===== config.mk =====
export PLATFORM = sky130hd
export DESIGN_NAME = midi_tx_queue_flat
export DESIGN_NICKNAME = d
export VERILOG_FILES = /design/src/rtl/midi_tx_queue_pkg.sv /design/src/rtl/midi_tx_queue_if.sv /design/src/rtl/midi_tx_queue_fifo.sv /design/src/rtl/midi_tx_queue.sv /design/src/flat_wrapper.sv
export SDC_FILE = /design/constraint.sdc
export NUM_CORES = 1
export LEC_CHECK = 0
export ABC_AREA = 1
export CAP_MARGIN = 20
export CORE_AREA = 2 2 136 112
export CTS_CLUSTER_DIAMETER = 100
export DETAILED_ROUTE_END_ITERATION = 8
export DIE_AREA = 0 0 138 114
export PLACE_DENSITY = 0.78
export REMOVE_ABC_BUFFERS = 1
export SYNTH_ARGS = -nofsm -noshare
export SYNTH_HDL_FRONTEND = slang
export SYNTH_SLANG_ARGS = --single-unit

===== constraint.sdc =====
create_clock -name clk -period 5.6 [get_ports clk]
set_input_delay 1.12 -clock clk [delete_from_list [all_inputs] [get_ports clk]]
set_output_delay 1.12 -clock clk [all_outputs]
set_load 0.1 [all_outputs]

===== src/rtl/midi_tx_queue_pkg.sv =====
// ============================================================================
// Module      : midi_pkg
// Description : Shared message type, FSM encoding and constants for the
//               buffered MIDI transmit stage.
// Revision    : 1.0 - initial release
// ============================================================================
`default_nettype none

package midi_pkg;

  localparam int          MIDI_BAUD_CNT_100MHZ = 3200;
  localparam logic [7:0]  STATUS_SYS_MIN       = 8'hF0;
  localparam logic [7:0]  STATUS_CH_MIN        = 8'h80;

  typedef struct packed {
    logic [7:0] status;
    logic [7:0] data1;
    logic [7:0] data2;
    logic [1:0] len;
  } midi_msg_t;

  typedef enum logic [2:0] {
    ST_IDLE  = 3'd0,
    ST_LOAD  = 3'd1,
    ST_START = 3'd2,
    ST_DATA  = 3'd3,
    ST_STOP  = 3'd4
  } tx_state_e;

  // Wire order of a message: status, data1, data2.
  function automatic logic [7:0] msg_byte(input midi_msg_t msg, input logic [1:0] idx);
    case (idx)
      2'd0:    return msg.status;
      2'd1:    return msg.data1;
      default: return msg.data2;
    endcase
  endfunction

endpackage

`default_nettype wire


===== src/rtl/midi_tx_queue_if.sv =====
// ============================================================================
// Module      : midi_tx_queue_if
// Description : Valid/ready message port into the MIDI transmit queue.
// Revision    : 1.0 - initial release
// ============================================================================
`default_nettype none

interface midi_tx_queue_if;
  logic       wr_valid;
  logic       wr_ready;
  logic [7:0] wr_status;
  logic [7:0] wr_data1;
  logic [7:0] wr_data2;
  logic [1:0] wr_len;

  modport master (
    output wr_valid, wr_status, wr_data1, wr_data2, wr_len,
    input  wr_ready
  );

  modport slave (
    input  wr_valid, wr_status, wr_data1, wr_data2, wr_len,
    output wr_ready
  );
endinterface

`default_nettype wire


===== src/rtl/midi_tx_queue_fifo.sv =====
// ============================================================================
// Module      : midi_msg_fifo
// Description : Synchronous DEPTH-entry FIFO of whole MIDI messages.
// Revision    : 1.0 - initial release
// ============================================================================
`default_nettype none

module midi_msg_fifo
  import midi_pkg::*;
#(
  parameter int DEPTH = 4
) (
  input  wire logic                     clk,
  input  wire logic                     rst,
  input  wire logic                     push,
  input  wire midi_msg_t                din,
  input  wire logic                     pop,
  output midi_msg_t                     dout,
  output logic [$clog2(DEPTH):0]        level,
  output logic                          full,
  output logic                          empty
);

  localparam int                AW           = $clog2(DEPTH);
  localparam logic [AW:0]       c_FULL_LEVEL = (AW+1)'(DEPTH);

  midi_msg_t       r_mem [DEPTH];
  logic [AW-1:0]   r_wr_ptr;
  logic [AW-1:0]   r_rd_ptr;
  logic [AW:0]     r_level;
  logic            w_push;
  logic            w_pop;

  assign full   = (r_level == c_FULL_LEVEL);
  assign empty  = (r_level == '0);
  assign level  = r_level;
  assign dout   = r_mem[r_rd_ptr];
  assign w_push = push && !full;
  assign w_pop  = pop && !empty;

  always_ff @(posedge clk) begin
    if (w_push) begin
      r_mem[r_wr_ptr] <= din;
    end
  end

  // Pointers wrap naturally because DEPTH is a power of two.
  always_ff @(posedge clk) begin
    if (rst) begin
      r_wr_ptr <= '0;
      r_rd_ptr <= '0;
      r_level  <= '0;
    end else begin
      if (w_push) r_wr_ptr <= r_wr_ptr + 1'b1;
      if (w_pop)  r_rd_ptr <= r_rd_ptr + 1'b1;
      case ({w_push, w_pop})
        2'b10:   r_level <= r_level + 1'b1;
        2'b01:   r_level <= r_level - 1'b1;
        default: r_level <= r_level;
      endcase
    end
  end

endmodule

`default_nettype wire


===== src/rtl/midi_tx_queue.sv =====
// ============================================================================
// Module      : midi_tx_queue
// Description : Message queue plus 31250-baud UART serialiser for MIDI OUT.
//               Optional running-status suppression: MIDI_RUNNING_STATUS_EN.
// Revision    : 1.0 - initial release
// ============================================================================
`default_nettype none

module midi_tx_queue
  import midi_pkg::*;
#(
  parameter int BAUD_CNT = MIDI_BAUD_CNT_100MHZ,
  parameter int DEPTH    = 4
) (
  input  wire logic                 clk,
  input  wire logic                 rst,
  midi_tx_queue_if.slave            wr,
  output logic                      midi_tx,
  output logic                      busy,
  output logic [$clog2(DEPTH):0]    level,
  output logic                      overflow
);

  localparam int              CW          = $clog2(BAUD_CNT);
  localparam logic [CW-1:0]   c_BAUD_LAST = CW'(BAUD_CNT - 1);

  tx_state_e   r_state;
  midi_msg_t   r_msg;
  logic [1:0]  r_byte_idx;
  logic [2:0]  r_bit_idx;
  logic [CW-1:0] r_baud;
  logic [7:0]  r_shift;
  logic        r_tx;
  logic        r_overflow;

  midi_msg_t   w_head;
  midi_msg_t   w_msg_in;
  logic        w_full;
  logic        w_empty;
  logic        w_push;
  logic        w_pop;
  logic        w_baud_end;
  logic        w_skip;
  logic [1:0]  w_first_idx;

  assign wr.wr_ready = !rst && !w_full;
  // A zero-length message is acknowledged but never stored.
  assign w_push      = wr.wr_valid && wr.wr_ready && (wr.wr_len != 2'd0);
  assign w_pop       = (r_state == ST_LOAD);
  assign w_msg_in    = '{status: wr.wr_status, data1: wr.wr_data1,
                         data2: wr.wr_data2, len: wr.wr_len};

  midi_msg_fifo #(
    .DEPTH (DEPTH)
  ) u_fifo (
    .clk   (clk),
    .rst   (rst),
    .push  (w_push),
    .din   (w_msg_in),
    .pop   (w_pop),
    .dout  (w_head),
    .level (level),
    .full  (w_full),
    .empty (w_empty)
  );

`ifdef MIDI_RUNNING_STATUS_EN
  logic [7:0] r_last_status;
  logic       w_is_chan;

  assign w_is_chan = (w_head.status >= STATUS_CH_MIN) && (w_head.status < STATUS_SYS_MIN);
  assign w_skip    = w_is_chan && (w_head.status == r_last_status);

  always_ff @(posedge clk) begin
    if (rst) begin
      r_last_status <= '0;
    end else if (r_state == ST_LOAD) begin
      if (w_head.status >= STATUS_SYS_MIN) r_last_status <= '0;
      else if (w_is_chan)                  r_last_status <= w_head.status;
    end
  end
`else
  assign w_skip = 1'b0;
`endif

  assign w_first_idx = w_skip ? 2'd1 : 2'd0;
  assign w_baud_end  = (r_baud == c_BAUD_LAST);
  assign midi_tx     = r_tx;
  assign overflow    = r_overflow;
  assign busy        = (r_state != ST_IDLE) || !w_empty;

  always_ff @(posedge clk) begin
    if (rst) begin
      r_state    <= ST_IDLE;
      r_msg      <= '0;
      r_byte_idx <= '0;
      r_bit_idx  <= '0;
      r_baud     <= '0;
      r_shift    <= '0;
      r_tx       <= 1'b1;
      r_overflow <= 1'b0;
    end else begin
      if (wr.wr_valid && !wr.wr_ready) r_overflow <= 1'b1;

      if ((r_state == ST_START || r_state == ST_DATA || r_state == ST_STOP) && !w_baud_end)
        r_baud <= r_baud + 1'b1;
      else
        r_baud <= '0;

      case (r_state)
        ST_IDLE: begin
          if (!w_empty) r_state <= ST_LOAD;
        end
        ST_LOAD: begin
          r_msg <= w_head;
          // A lone status byte that running status suppresses has nothing left to send.
          if (w_skip && w_head.len == 2'd1) begin
            r_state <= ST_IDLE;
          end else begin
            r_byte_idx <= w_first_idx;
            r_shift    <= msg_byte(w_head, w_first_idx);
            r_tx       <= 1'b0;
            r_state    <= ST_START;
          end
        end
        ST_START: begin
          if (w_baud_end) begin
            r_bit_idx <= '0;
            r_tx      <= r_shift[0];
            r_state   <= ST_DATA;
          end
        end
        ST_DATA: begin
          if (w_baud_end) begin
            if (r_bit_idx == 3'd7) begin
              r_tx    <= 1'b1;
              r_state <= ST_STOP;
            end else begin
              r_bit_idx <= r_bit_idx + 1'b1;
              r_shift   <= {1'b0, r_shift[7:1]};
              r_tx      <= r_shift[1];
            end
          end
        end
        ST_STOP: begin
          if (w_baud_end) begin
            if (r_byte_idx != r_msg.len - 2'd1) begin
              r_byte_idx <= r_byte_idx + 2'd1;
              r_shift    <= msg_byte(r_msg, r_byte_idx + 2'd1);
              r_tx       <= 1'b0;
              r_state    <= ST_START;
            end else begin
              r_state <= ST_IDLE;
            end
          end
        end
        default: r_state <= ST_IDLE;
      endcase
    end
  end

endmodule

`default_nettype wire

===== src/flat_wrapper.sv =====
// flat-port wrapper written by rule: the top's interface ports become plain ports
module midi_tx_queue_flat import midi_pkg::*;
#(
  parameter int BAUD_CNT = MIDI_BAUD_CNT_100MHZ,
  parameter int DEPTH    = 4
)
  (clk, rst, midi_tx, busy, level, overflow, wr_wr_valid, wr_wr_status, wr_wr_data1, wr_wr_data2, wr_wr_len, wr_wr_ready);
  midi_tx_queue_if wr_i ();
  input  wire logic clk;
  input  wire logic rst;
  output logic midi_tx;
  output logic busy;
  output logic [$clog2(DEPTH):0] level;
  output logic overflow;
  input wire logic [$bits(wr_i.wr_valid)-1:0] wr_wr_valid;
  input wire logic [$bits(wr_i.wr_status)-1:0] wr_wr_status;
  input wire logic [$bits(wr_i.wr_data1)-1:0] wr_wr_data1;
  input wire logic [$bits(wr_i.wr_data2)-1:0] wr_wr_data2;
  input wire logic [$bits(wr_i.wr_len)-1:0] wr_wr_len;
  output wire logic [$bits(wr_i.wr_ready)-1:0] wr_wr_ready;
  assign wr_i.wr_valid = wr_wr_valid;
  assign wr_i.wr_status = wr_wr_status;
  assign wr_i.wr_data1 = wr_wr_data1;
  assign wr_i.wr_data2 = wr_wr_data2;
  assign wr_i.wr_len = wr_wr_len;
  assign wr_wr_ready = wr_i.wr_ready;
  midi_tx_queue #(.BAUD_CNT(BAUD_CNT), .DEPTH(DEPTH)) u_core (.clk(clk), .rst(rst), .wr(wr_i), .midi_tx(midi_tx), .busy(busy), .level(level), .overflow(overflow));
endmodule

After elaboration in Yosys (flattened, before gate mapping)
Memories as Yosys holds them, arrays and structs flattened. A register that Yosys moved wholly into a read port is not among the register bits.
Cells that the tools add are included.
{"block": "word_totals", "register_bits": 63, "ram_bits": 104, "input_bits": 29, "out_inout_bits": 7, "mem_count": 1}
{"name": "u_core.u_fifo.r_mem", "words": 4, "width": 26, "rd": 1, "rd_ports_with_merged_regs": 1, "write_ports": 1, "line_no": "midi_tx_queue_fifo.sv:27", "source": "midi_msg_t r_mem [DEPTH];"}
{"block": "op_classes", "n_addsub": 8, "eq_ne": 18, "muxes": 31, "n_bitwise": 1, "reduce_logical": 31}
{"cell": "8-bit two-way mux", "count": 4}
{"cell": "3-bit two-way mux", "count": 8}
{"cell": "8-bit case mux with 3 select lines", "count": 1}
{"cell": "8-bit case mux with 2 select lines", "count": 1}
{"cell": "3-bit case mux with 5 select lines", "count": 1}
{"cell": "5-bit AND reduction", "count": 3}
{"cell": "12-bit by 1-bit adder with 12-bit output (second input constant)", "count": 1}
{"cell": "12-bit == test (second input constant)", "count": 1}
{"cell": "3-bit case mux with 2 select lines", "count": 2}
{"cell": "2-bit two-way mux", "count": 5}
{"cell": "3-bit == test (second input constant)", "count": 3}
{"cell": "2-bit != test (second input constant)", "count": 4}
{"cell": "2-bit nonzero test", "count": 4}
{"cell": "1-bit logical AND", "count": 7}
{"cell": "1-bit two-way mux", "count": 7}
{"cell": "2-bit by 1-bit adder with 2-bit output (second input constant)", "count": 3}
{"cell": "3-bit by 1-bit adder with 3-bit output (second input constant)", "count": 2}
{"cell": "3-bit by 2-bit == test with 1-bit output (second input constant)", "count": 2}
{"cell": "3-bit zero test", "count": 2}
{"cell": "2-bit by 1-bit != test with 1-bit output (second input constant)", "count": 3}
{"cell": "3-bit nonzero test", "count": 2}
{"cell": "1-bit zero test", "count": 5}
{"cell": "2-bit by 1-bit == test with 1-bit output (second input constant)", "count": 2}
{"cell": "1-bit case mux with 4 select lines", "count": 1}
{"cell": "13 further kinds", "count": 15}

Longest topological paths before layout
Gate-level depths: netlist (run 1).
{"block": "depth", "ltp_word": 8, "depth_mapped": 11, "depth_no_buf": 11}

Modules after synthesis
From an unflattened synthesis (run 1), not the netlist that was laid out.
{"block": "hier_totals", "hier_cells": 755, "area_unflattened_um2": 7186.9}
{"mod": "midi_msg_fifo", "instances": 1, "cells_per_inst": 321, "area_per_inst_um2": 4337.9}
{"mod": "midi_tx_queue", "instances": 1, "cells_per_inst": 434, "area_per_inst_um2": 2849.0}

Worst setup path before layout (run 1)
OpenSTA, ideal clock, no wires.
{"block": "synth_timing", "kind": "reg-to-reg", "startpoint": "register u_core.u_fifo.r_level[0], in the netlist u_core.u_fifo.level[0]", "endpoint": "memory u_core.u_fifo.r_mem[0][0] in the netlist's numbering (enable)", "setup_time_ps": 409, "arrival_ps": 4783, "path_slack_ps": 408, "path_stages_with_launch": 5, "path_buffers": 0, "cell_sequence": "dfxtp_1 -> inv_1 -> a31oi_1 -> nand2_1 -> nor2_1"}
{"block": "synth_between", "elab_chain_len": 8}
{"element": "from (decl)", "line_no": "midi_tx_queue_fifo.sv:30", "source": "logic [AW:0] r_level;"}
{"element": "from (signal assigned)", "line_no": "midi_tx_queue_fifo.sv:57", "source": "2'b10: r_level <= r_level + 1'b1;"}
{"element": "from (signal assigned)", "line_no": "midi_tx_queue_fifo.sv:58", "source": "2'b01: r_level <= r_level - 1'b1;"}
{"element": "from (signal assigned)", "line_no": "midi_tx_queue_fifo.sv:59", "source": "default: r_level <= r_level;"}
{"element": "3-bit == test", "line_no": "midi_tx_queue_fifo.sv:34", "source": "assign full = (r_level == c_FULL_LEVEL);"}
{"element": "1-bit zero test", "line_no": "midi_tx_queue.sv:46", "source": "assign wr.wr_ready = !rst && !w_full;"}
{"element": "1-bit logical AND", "line_no": "midi_tx_queue.sv:46"}
{"element": "via wr_wr_ready", "line_no": "flat_wrapper.sv:20", "source": "output wire logic [$bits(wr_i.wr_ready)-1:0] wr_wr_ready;"}
{"element": "1-bit logical AND (2 in series)", "line_no": "midi_tx_queue.sv:48", "source": "assign w_push = wr.wr_valid && wr.wr_ready && (wr.wr_len != 2'd0);"}
{"element": "1-bit logical AND", "line_no": "midi_tx_queue_fifo.sv:38", "source": "assign w_push = push && !full;"}
{"element": "1-bit two-way mux", "line_no": "midi_tx_queue_fifo.sv:42", "source": "if (w_push) begin"}
{"element": "1-bit two-way mux (not written as such)", "line_no": "midi_tx_queue_fifo.sv:43", "source": "r_mem[r_wr_ptr] <= din;"}
{"element": "to (decl)", "line_no": "midi_tx_queue_fifo.sv:27"}
The timed path passes the listed nets, and every way through them passes these cells.

Final worst setup path (run 1)
{"block": "layout_timing", "startpoint": "input rst", "endpoint": "output wr_wr_ready"}
{"block": "layout_between", "elab_chain_len": 2}
{"element": "from (decl)", "line_no": "flat_wrapper.sv:10", "source": "input wire logic rst;"}
{"element": "1-bit zero test", "line_no": "midi_tx_queue.sv:46"}
{"element": "1-bit logical AND", "line_no": "midi_tx_queue.sv:46"}
{"element": "to (decl)", "line_no": "flat_wrapper.sv:20"}
No other way between the ends.

==> results by group, run 1 <==
Clock network
  – Root Buffer: clkbuf_16
  – CTS Hold Buffers Added: 0
  – Total CTS buffers: 17
  – Max H-tree Level: 4
  – Worst skew pair latency: 0.43 ns
  – CTS Sinks: 169
  – Clock transition at path regs: around 0.060 ns
  – Post-CTS setup-driven buffer insertion count: 0
  – Clk buf depth: 2
  – CTS tree: done
  – Post-cts resize count: 0

Power and ir drop
  – LEAKAGE: a little over 3 nW
  – Switching Fraction: between 20% and 30%
  – Pwr Density: ~420 mW/mm²
  – Pint: approximately 0.0024 W
  – Comb pwr share: around a fifth
  – Maximum VDD drop: 0.279 mV
  – Switch Pwr: 0.00101 W
  – Sequential group share of total power: 44.3%
  – Clock Power Share: a little over a third

Logic synthesis
  – Simple-gate area share of the yosys netlist: ~17%
  – Top post-synthesis cells by area: edfxtp_1 (44%), dfxtp_1 (18%), nand2_1 (6.6%)
  – YS warnings: 0
  – Yosys top cell by area: edfxtp_1
  – Synth Area in Adders: slightly above 2%
  – Multiplexer share of the synthesized area: 0%
  – Area share of xor/xnor cells in the synthesized design: less than 1%
  – Top post-synthesis cells by count: nand2_1 (124), edfxtp_1 (104), nor2_1 (99)
  – Compound-Gate Fraction of Synth Area: around an eighth
  – EDFF count, synth: roughly 100
  – Yosys top cell area share: between 40 and 50%
  – Post-synth top flop: edfxtp_1
  – Largest family of logic cells by synthesized area: simple AND/OR/NAND/NOR gates
  – Cells after Synth: slightly above 700
  – Seq cells post-synth: around 170
  – Most common cell in the netlist: nand2_1
  – Share of async-settable or async-resettable flops after synthesis: 0%
  – Post-synth cell types: 30
  – Post-synthesis sequential area ratio: between 60% and 70%
  – Avg Synthesized Cell Area: 9.76 µm²
  – Mapped Area: between 0.007 and 0.008 mm²

STA
  – Setup Viol. Count Final: 0
  – RSZ-0062 raised after global routing: false
  – Final min period: 3.62 ns
  – Total negative slack: 0 ns
  – Final Skew: about 0.0071 ns
  – Period utilization: between 60% and 70%
  – Slew HR: 35.2%
  – Final Hold Fails: 0
  – Final Max Slew Viols: 0
  – Least-Margin Pin Slew: about 0.97 ns
  – Max Fclk: 276 MHz

Global route
  – Antenna violations before repair: 0
  – Largest net degree at the start of global routing: 54
  – Vias in the first global route: ~5000
  – First-pass GRT wire length: about 25 mm
  – GR Overflow Total: 0
  – GRT Total Usage: about a fifth

Setup path
  – CP required: around 4.5 ns
  – R2R Path End: u_core.u_fifo.r_mem[2][9]$_DFFE_PP_
  – CP arrival: 2.50 ns
  – Critical path class: in2out
  – Crit path launch: rst
  – FF-to-FF Start: u_core.u_fifo.level[0]$_SDFFE_PP0P_
  – Critical-path cell list: clkdlybuf4s50_1 -> a31oi_1 -> buf_4
  – Element type at the critical path end: output port
  – Reg2Reg Depth: 5
  – R2R Setup Slk: around 3.3 ns
  – CP startpoint kind: primary input
  – Critical path's slowest cell: clkdlybuf4s50_1
  – Worst Setup EP: wr_wr_ready
  – Worst-path maximum fanout: 12
  – CP peak stage delay: around 0.65 ns

Floorplan
  – Starting Density: 48.6%
  – Core box area: roughly 0.015 mm²
  – Die X: 138 µm
  – Die footprint: between 0.015 and 0.02 mm²
  – Die Span Y: approximately 110 µm
  – Row count: 40
  – Num ports: 36

Flow run
  – Max_cap viols: 0

Routing
  – Drt wl/cell: 15.6 µm
  – DR vias: slightly above 5000
  – Drt total wl: about 15 mm
  – Pre-Repair DR Iteration Count: 6
  – Routed Antenna Nets: 0
  – DR iter-0 viols: approximately 400
  – Via-to-Cell Ratio: about 5.3
  – Residual DRC count: 0

Placement
  – RD Place Congestion: a little over 0.8
  – Placed cell count: 922
  – # port buffers: 35
  – Hpwl dp: approximately 8.9 mm

Finish
  – Nets: between 700 and 800
  – Number of diodes: 0
  – Area grow syn2layout: 15.6%
  – Share of post-route cells with drive strength above 1: between 7 and 8%
  – Post-route insts no fill: 954

Min path
  – Worst hold path class: reg2reg

Outcome
  – Outcome: finished clean
## stage by stage
| step | power, W | util [%] | instance area [µm²] | hold slack (ns) | setup WS, ns |
|---|---|---|---|---|---|
| 2_1_floorplan | 0.00201 | - | 6890 | 0.430 | 0.408 |
| 3_3_place_gp | 0.00219 | 52.0 | 7550 | 0.445 | 1.90 |
| 3_5_place_dp | 0.00220 | 52.0 | 7550 | 0.456 | 1.83 |
| 4_1_cts | 0.00341 | 56.2 | 8160 | 0.476 | 1.99 |
| 5_1_grt | 0.00357 | 56.2 | 8160 | 0.491 | 1.88 |
| 6_report | 0.00340 | 56.2 | 8160 | 0.472 | 1.98 |
## registers in the layout (all words and copies together), names as in the netlist, named ones only
| name | cells |
|---|---|
| u_core.midi_tx | 1 |
| u_core.overflow | 1 |
| u_core.r_baud | 12 |
| u_core.r_bit_idx | 3 |
| u_core.r_byte_idx | 2 |
| u_core.r_msg | 26 |
| u_core.r_shift | 8 |
| u_core.r_state | 3 |
| u_core.u_fifo.level | 3 |
| u_core.u_fifo.r_mem | 104 |
| u_core.u_fifo.r_rd_ptr | 2 |
| u_core.u_fifo.r_wr_ptr | 2 |
## placed cells by master, fill, tap and decap left out
cell and count:
inv_2 7, buf_4 9, o21ai_0 75, or2_2 2, dfxtp_1 65, clkdlybuf4s50_1 34, nor2_2 5, nor3_1 8
fa_1 1, a31oi_1 1, nand3_2 3, inv_1 60, xor2_1 3, clkinv_2 1, o22ai_1 18, xnor2_1 1
ha_1 10, o21a_1 1, nor2_1 95, nand4_1 5, o211ai_1 10, a21oi_1 30, clkinvlp_4 3, clkinv_1 4
edfxtp_1 104, o21ai_1 4, clkinv_4 2, o21bai_1 15, o21ai_2 1, nand2_1 124, nand3_1 42, clkbuf_16 17
clkbuf_1 1, bufinv_16 4
## worst min-delay path by stage
stage / depth (start not counted) / end / from
final: 2 / flop / u_core.u_fifo.r_rd_ptr[1]$_SDFFE_PP0P_
after global routing: 1 / flop / u_core.u_fifo.r_rd_ptr[0]$_SDFFE_PP0P_
after CTS: 2 / flop / u_core.u_fifo.r_rd_ptr[1]$_SDFFE_PP0P_
after detailed placement: 1 / u_core.r_baud[0]$_SDFF_PP0_ / u_core.r_baud[0]$_SDFF_PP0_
after global placement: 1 / u_core.r_baud[0]$_SDFF_PP0_ / u_core.r_baud[0]$_SDFF_PP0_
after floorplan: 1 / u_core.r_baud[0]$_SDFF_PP0_ / u_core.r_baud[0]$_SDFF_PP0_
## per-layer routing
layer | track usage, % | up-vias | wire, µm
li1 | - | 2517 | -
met1 | 26.1 | 2389 | 6670
met2 | 32.2 | 138 | 7070
met3 | 5.50 | 26 | 862
met4 | 7.14 | 0 | 274
met5 | 0 | - | 0
## cell type report
cell class	instances	area (µm²)
inverter	67	251
clock inverter	14	180
multi-input combinational	454	2230
tap	189	236
sequential	169	4420
clock buffer	18	429
timing repair buffer	43	408
fill	1219	6360
## critical path, delay by kind of cell
family,cells,cell delay [ns]
buffers and inverters,2,1.00
AO/OA/AOI/OAI,1,0.37
## cells by family after synthesis
kind of cell / count (synthesis)
buf+inv: 100
simple gates: 284
compound gates: 155
flops: 169
fa+ha+maj: 11
xor+xnor: 4
## power by group through the flow
stage               registers (W)  logic (W)  clock network [W]
floorplan                 0.00157   0.000442                  0
global placement          0.00153   0.000659                  0
detailed placement        0.00153   0.000673                  0
CTS                       0.00151   0.000683            0.00122
global route              0.00152   0.000768            0.00128
finish                    0.00151   0.000682            0.00121
Note: power is estimated with default switching activity, not from simulation.
==> inputs of run 2 (changes only) <==
--- a/config.mk
+++ b/config.mk
@@ -11,7 +11,7 @@
 export CTS_CLUSTER_DIAMETER = 100
 export DETAILED_ROUTE_END_ITERATION = 8
 export DIE_AREA = 0 0 138 114
-export PLACE_DENSITY = 0.78
+export PLACE_DENSITY = 0.81
 export REMOVE_ABC_BUFFERS = 1
 export SYNTH_ARGS = -nofsm -noshare
 export SYNTH_HDL_FRONTEND = slang
==> constraint.sdc (replaced) <==
create_clock -name clk -period 3.1 [get_ports clk]
set_input_delay 0.62 -clock clk [delete_from_list [all_inputs] [get_ports clk]]
set_output_delay 0.62 -clock clk [all_outputs]
set_load 0.1 [all_outputs]
==> run 2 against run 1 <==
Effect of this change:
- clock-buffer cell count rose by 7
- non-clock buffer count increased by 9
- sequential share of layout area is 0.40 points lower
- clock power is 76% higher
- hold slack worse by 0.011 ns
- final area increased by 0.75%
- register-to-register slack got worse by 2.2 ns
- setup slack lost 1.1 ns
- cell count rose by 0.94%
- global-route usage is 0.53 points lower
==> results by group, run 2 (same netlist as run 1, synthesis figures left out) <==
Global route
  – First-pass GRT wire length: 24.0 mm (-2.2%)
  – Vias in the first global route: 4772 (-3.6%)
  – GRT Total Usage: 19.4% (-0.53 points)
  – Largest net degree at the start of global routing: 53 (-1.9%)
  – GR Overflow Total: 0 (unchanged)
  – Antenna violations before repair: 0 (unchanged)

Clock network
  – CTS Sinks: 169 (unchanged)
  – Clock transition at path regs: 0.06 ns (about the same)
  – Worst skew pair latency: 0.43 ns (about the same)
  – Max H-tree Level: 4 (unchanged)
  – Post-cts resize count: 0 (unchanged)
  – CTS Hold Buffers Added: 0 (unchanged)
  – Clk buf depth: 2 (unchanged)
  – Post-CTS setup-driven buffer insertion count: 0 (unchanged)
  – CTS tree: done
  – Root Buffer: clkbuf_16
  – Total CTS buffers: 17 (unchanged)

Placement
  – RD Place Congestion: 0.842 (+2.9%)
  – # port buffers: 35 (unchanged)
  – Place WS: 0.538 ns (-1.29 ns)
  – Placed cell area: 0.00761 mm² (+0.86%)
  – Placed cell count: 931 (+0.98%)
  – Hpwl dp: 8.96 mm (+0.46%)

Floorplan
  – Die X: 138 µm (unchanged)
  – Core box area: 0.0145 mm² (unchanged)
  – Die footprint: 0.0157 mm² (unchanged)
  – Die Span Y: 114 µm (unchanged)
  – Num ports: 36 (unchanged)
  – Starting Density: 48.6% (unchanged)
  – Row count: 40 (unchanged)

Routing
  – Drt total wl: 14.6 mm (-1.6%)
  – Drt wl/cell: 15.2 µm (-2.5%)
  – DR vias: 5075 (+0.099%)
  – DR iter-0 viols: 372 (-6.8%)
  – Residual DRC count: 0 (unchanged)
  – Via-to-Cell Ratio: 5.27 (-0.84%)
  – Routed Antenna Nets: 0 (unchanged)
  – Pre-Repair DR Iteration Count: 5 (-1)

Flow run
  – Max_cap viols: 0 (unchanged)

STA
  – Least-Margin Pin Slew: 0.765 ns (-0.204 ns)
  – RSZ-0062 raised after global routing: false
  – Period utilization: 71.0%
  – Final Max Slew Viols: 0 (unchanged)
  – Final Skew: 0.00923 ns (+0.00208 ns)
  – Final min period: between 2 and 2.5 ns
  – Final Hold Fails: 0 (unchanged)
  – Slew HR: 48.9% (+14 points)
  – Max Fclk: ~450 MHz
  – Setup Viol. Count Final: 0 (unchanged)
  – Final WS setup: 0.899 ns (-1.08 ns)

Finish
  – Most common cell after layout, fill and taps aside: nand2_1
  – Share of post-route cells with drive strength above 1: 9.04% (+2.0 points)
  – Number of diodes: 0 (unchanged)
  – Nets: 801 (+1.1%)
  – Largest Register: u_core.u_fifo.r_mem
  – Top flop regs: u_core.u_fifo.r_mem: 104 flops, u_core.r_msg: 26 flops, u_core.r_baud: 12 flops
  – Post-route insts no fill: 963 (+0.94%)
  – Max FFs per register: 104 (unchanged)
  – Area grow syn2layout: 16.5%
  – Most frequent cells in the layout: nand2_1 (124), edfxtp_1 (104), nor2_1 (95), o21ai_0 (75), dfxtp_1 (65)
  – Post-route cell area: 0.00822 mm² (+0.75%)

Min path
  – Worst hold path class: reg2reg

Setup path
  – CP startpoint kind: primary input
  – CP arrival: 1.58 ns (-0.92 ns)
  – Critical path class: in2out
  – Element type at the critical path end: output port
  – Worst-path maximum fanout: 3 (-9)
  – CP required: 2.48 ns (-2.00 ns)

Power and ir drop
  – Pwr Density: 742 mW/mm² (+78%)
  – PnR Total Power: 0.00610 W (+79%)
  – LEAKAGE: 3.18 nW (+2.1%)
  – Maximum VDD drop: 0.611 mV (+120%)

Outcome
  – Outcome: finished clean
==> run 2: cell types whose count changed in the layout (fill, tap and decap cells not counted), sizes merged <==
cell,change
buf,+15
bufinv,-2
clkbuf,+7
clkdlybuf4s50,-6
clkinv,-3
clkinvlp,-2
==> run 2: area by class of cell <==
type | count | area, µm²
repair buffers | 52 | 473
clock buffers | 25 | 518
inverters | 67 | 251
fillers | 1212 | 6300
clock inverters | 7 | 87.6
multi-input cells | 454 | 2230
flip-flops and latches | 169 | 4420
well taps | 189 | 236
==> run 2: power by group <==
group / internal [W] / switching, W
registers: 0.00261 / 0.000129
clock network: 0.00132 / 0.000810
logic: 0.000385 / 0.000848
==> run 2: worst paths after layout <==
check,from,to,slack (ns),cells past startpoint
setup reg to reg,u_core.r_state[0]$_SDFFE_PP0P_,u_core.u_fifo.level[2]$_SDFFE_PP0P_,1.08,10
hold / removal,u_core.r_baud[0]$_SDFF_PP0_,u_core.r_baud[0]$_SDFF_PP0_,0.46,1
hold reg to reg,u_core.r_baud[0]$_SDFF_PP0_,u_core.r_baud[0]$_SDFF_PP0_,0.46,1
setup / recovery,rst,wr_wr_ready,0.90,4
==> run 2: through the flow <==
| stage | hold WS, ns | util, % | setup TNS, ns |
|---|---|---|---|
| after detailed placement | 0.455 | 52.4 | 0 |
| after CTS | 0.465 | 56.6 | 0 |
| final | 0.461 | 56.6 | 0 |
| after floorplan | 0.430 | - | -224.34 |
| after global routing | 0.494 | 56.6 | 0 |
| after global placement | 0.446 | 52.4 | 0 |
==> run 2: critical path, cell delays in order <==
cell	delay [ns]
clkdlybuf4s50_1	0.45
a31oi_1	0.18
buf_4	0.16
buf_12	0.17
==> run 2: routing by layer <==
metal | part of all wire [%] | track usage (%)
met2 | 46 | 30.1
met3 | 6.5 | 6.09
met4 | 1.4 | 6.73
met5 | 0 | 0
met1 | 47 | 26.1
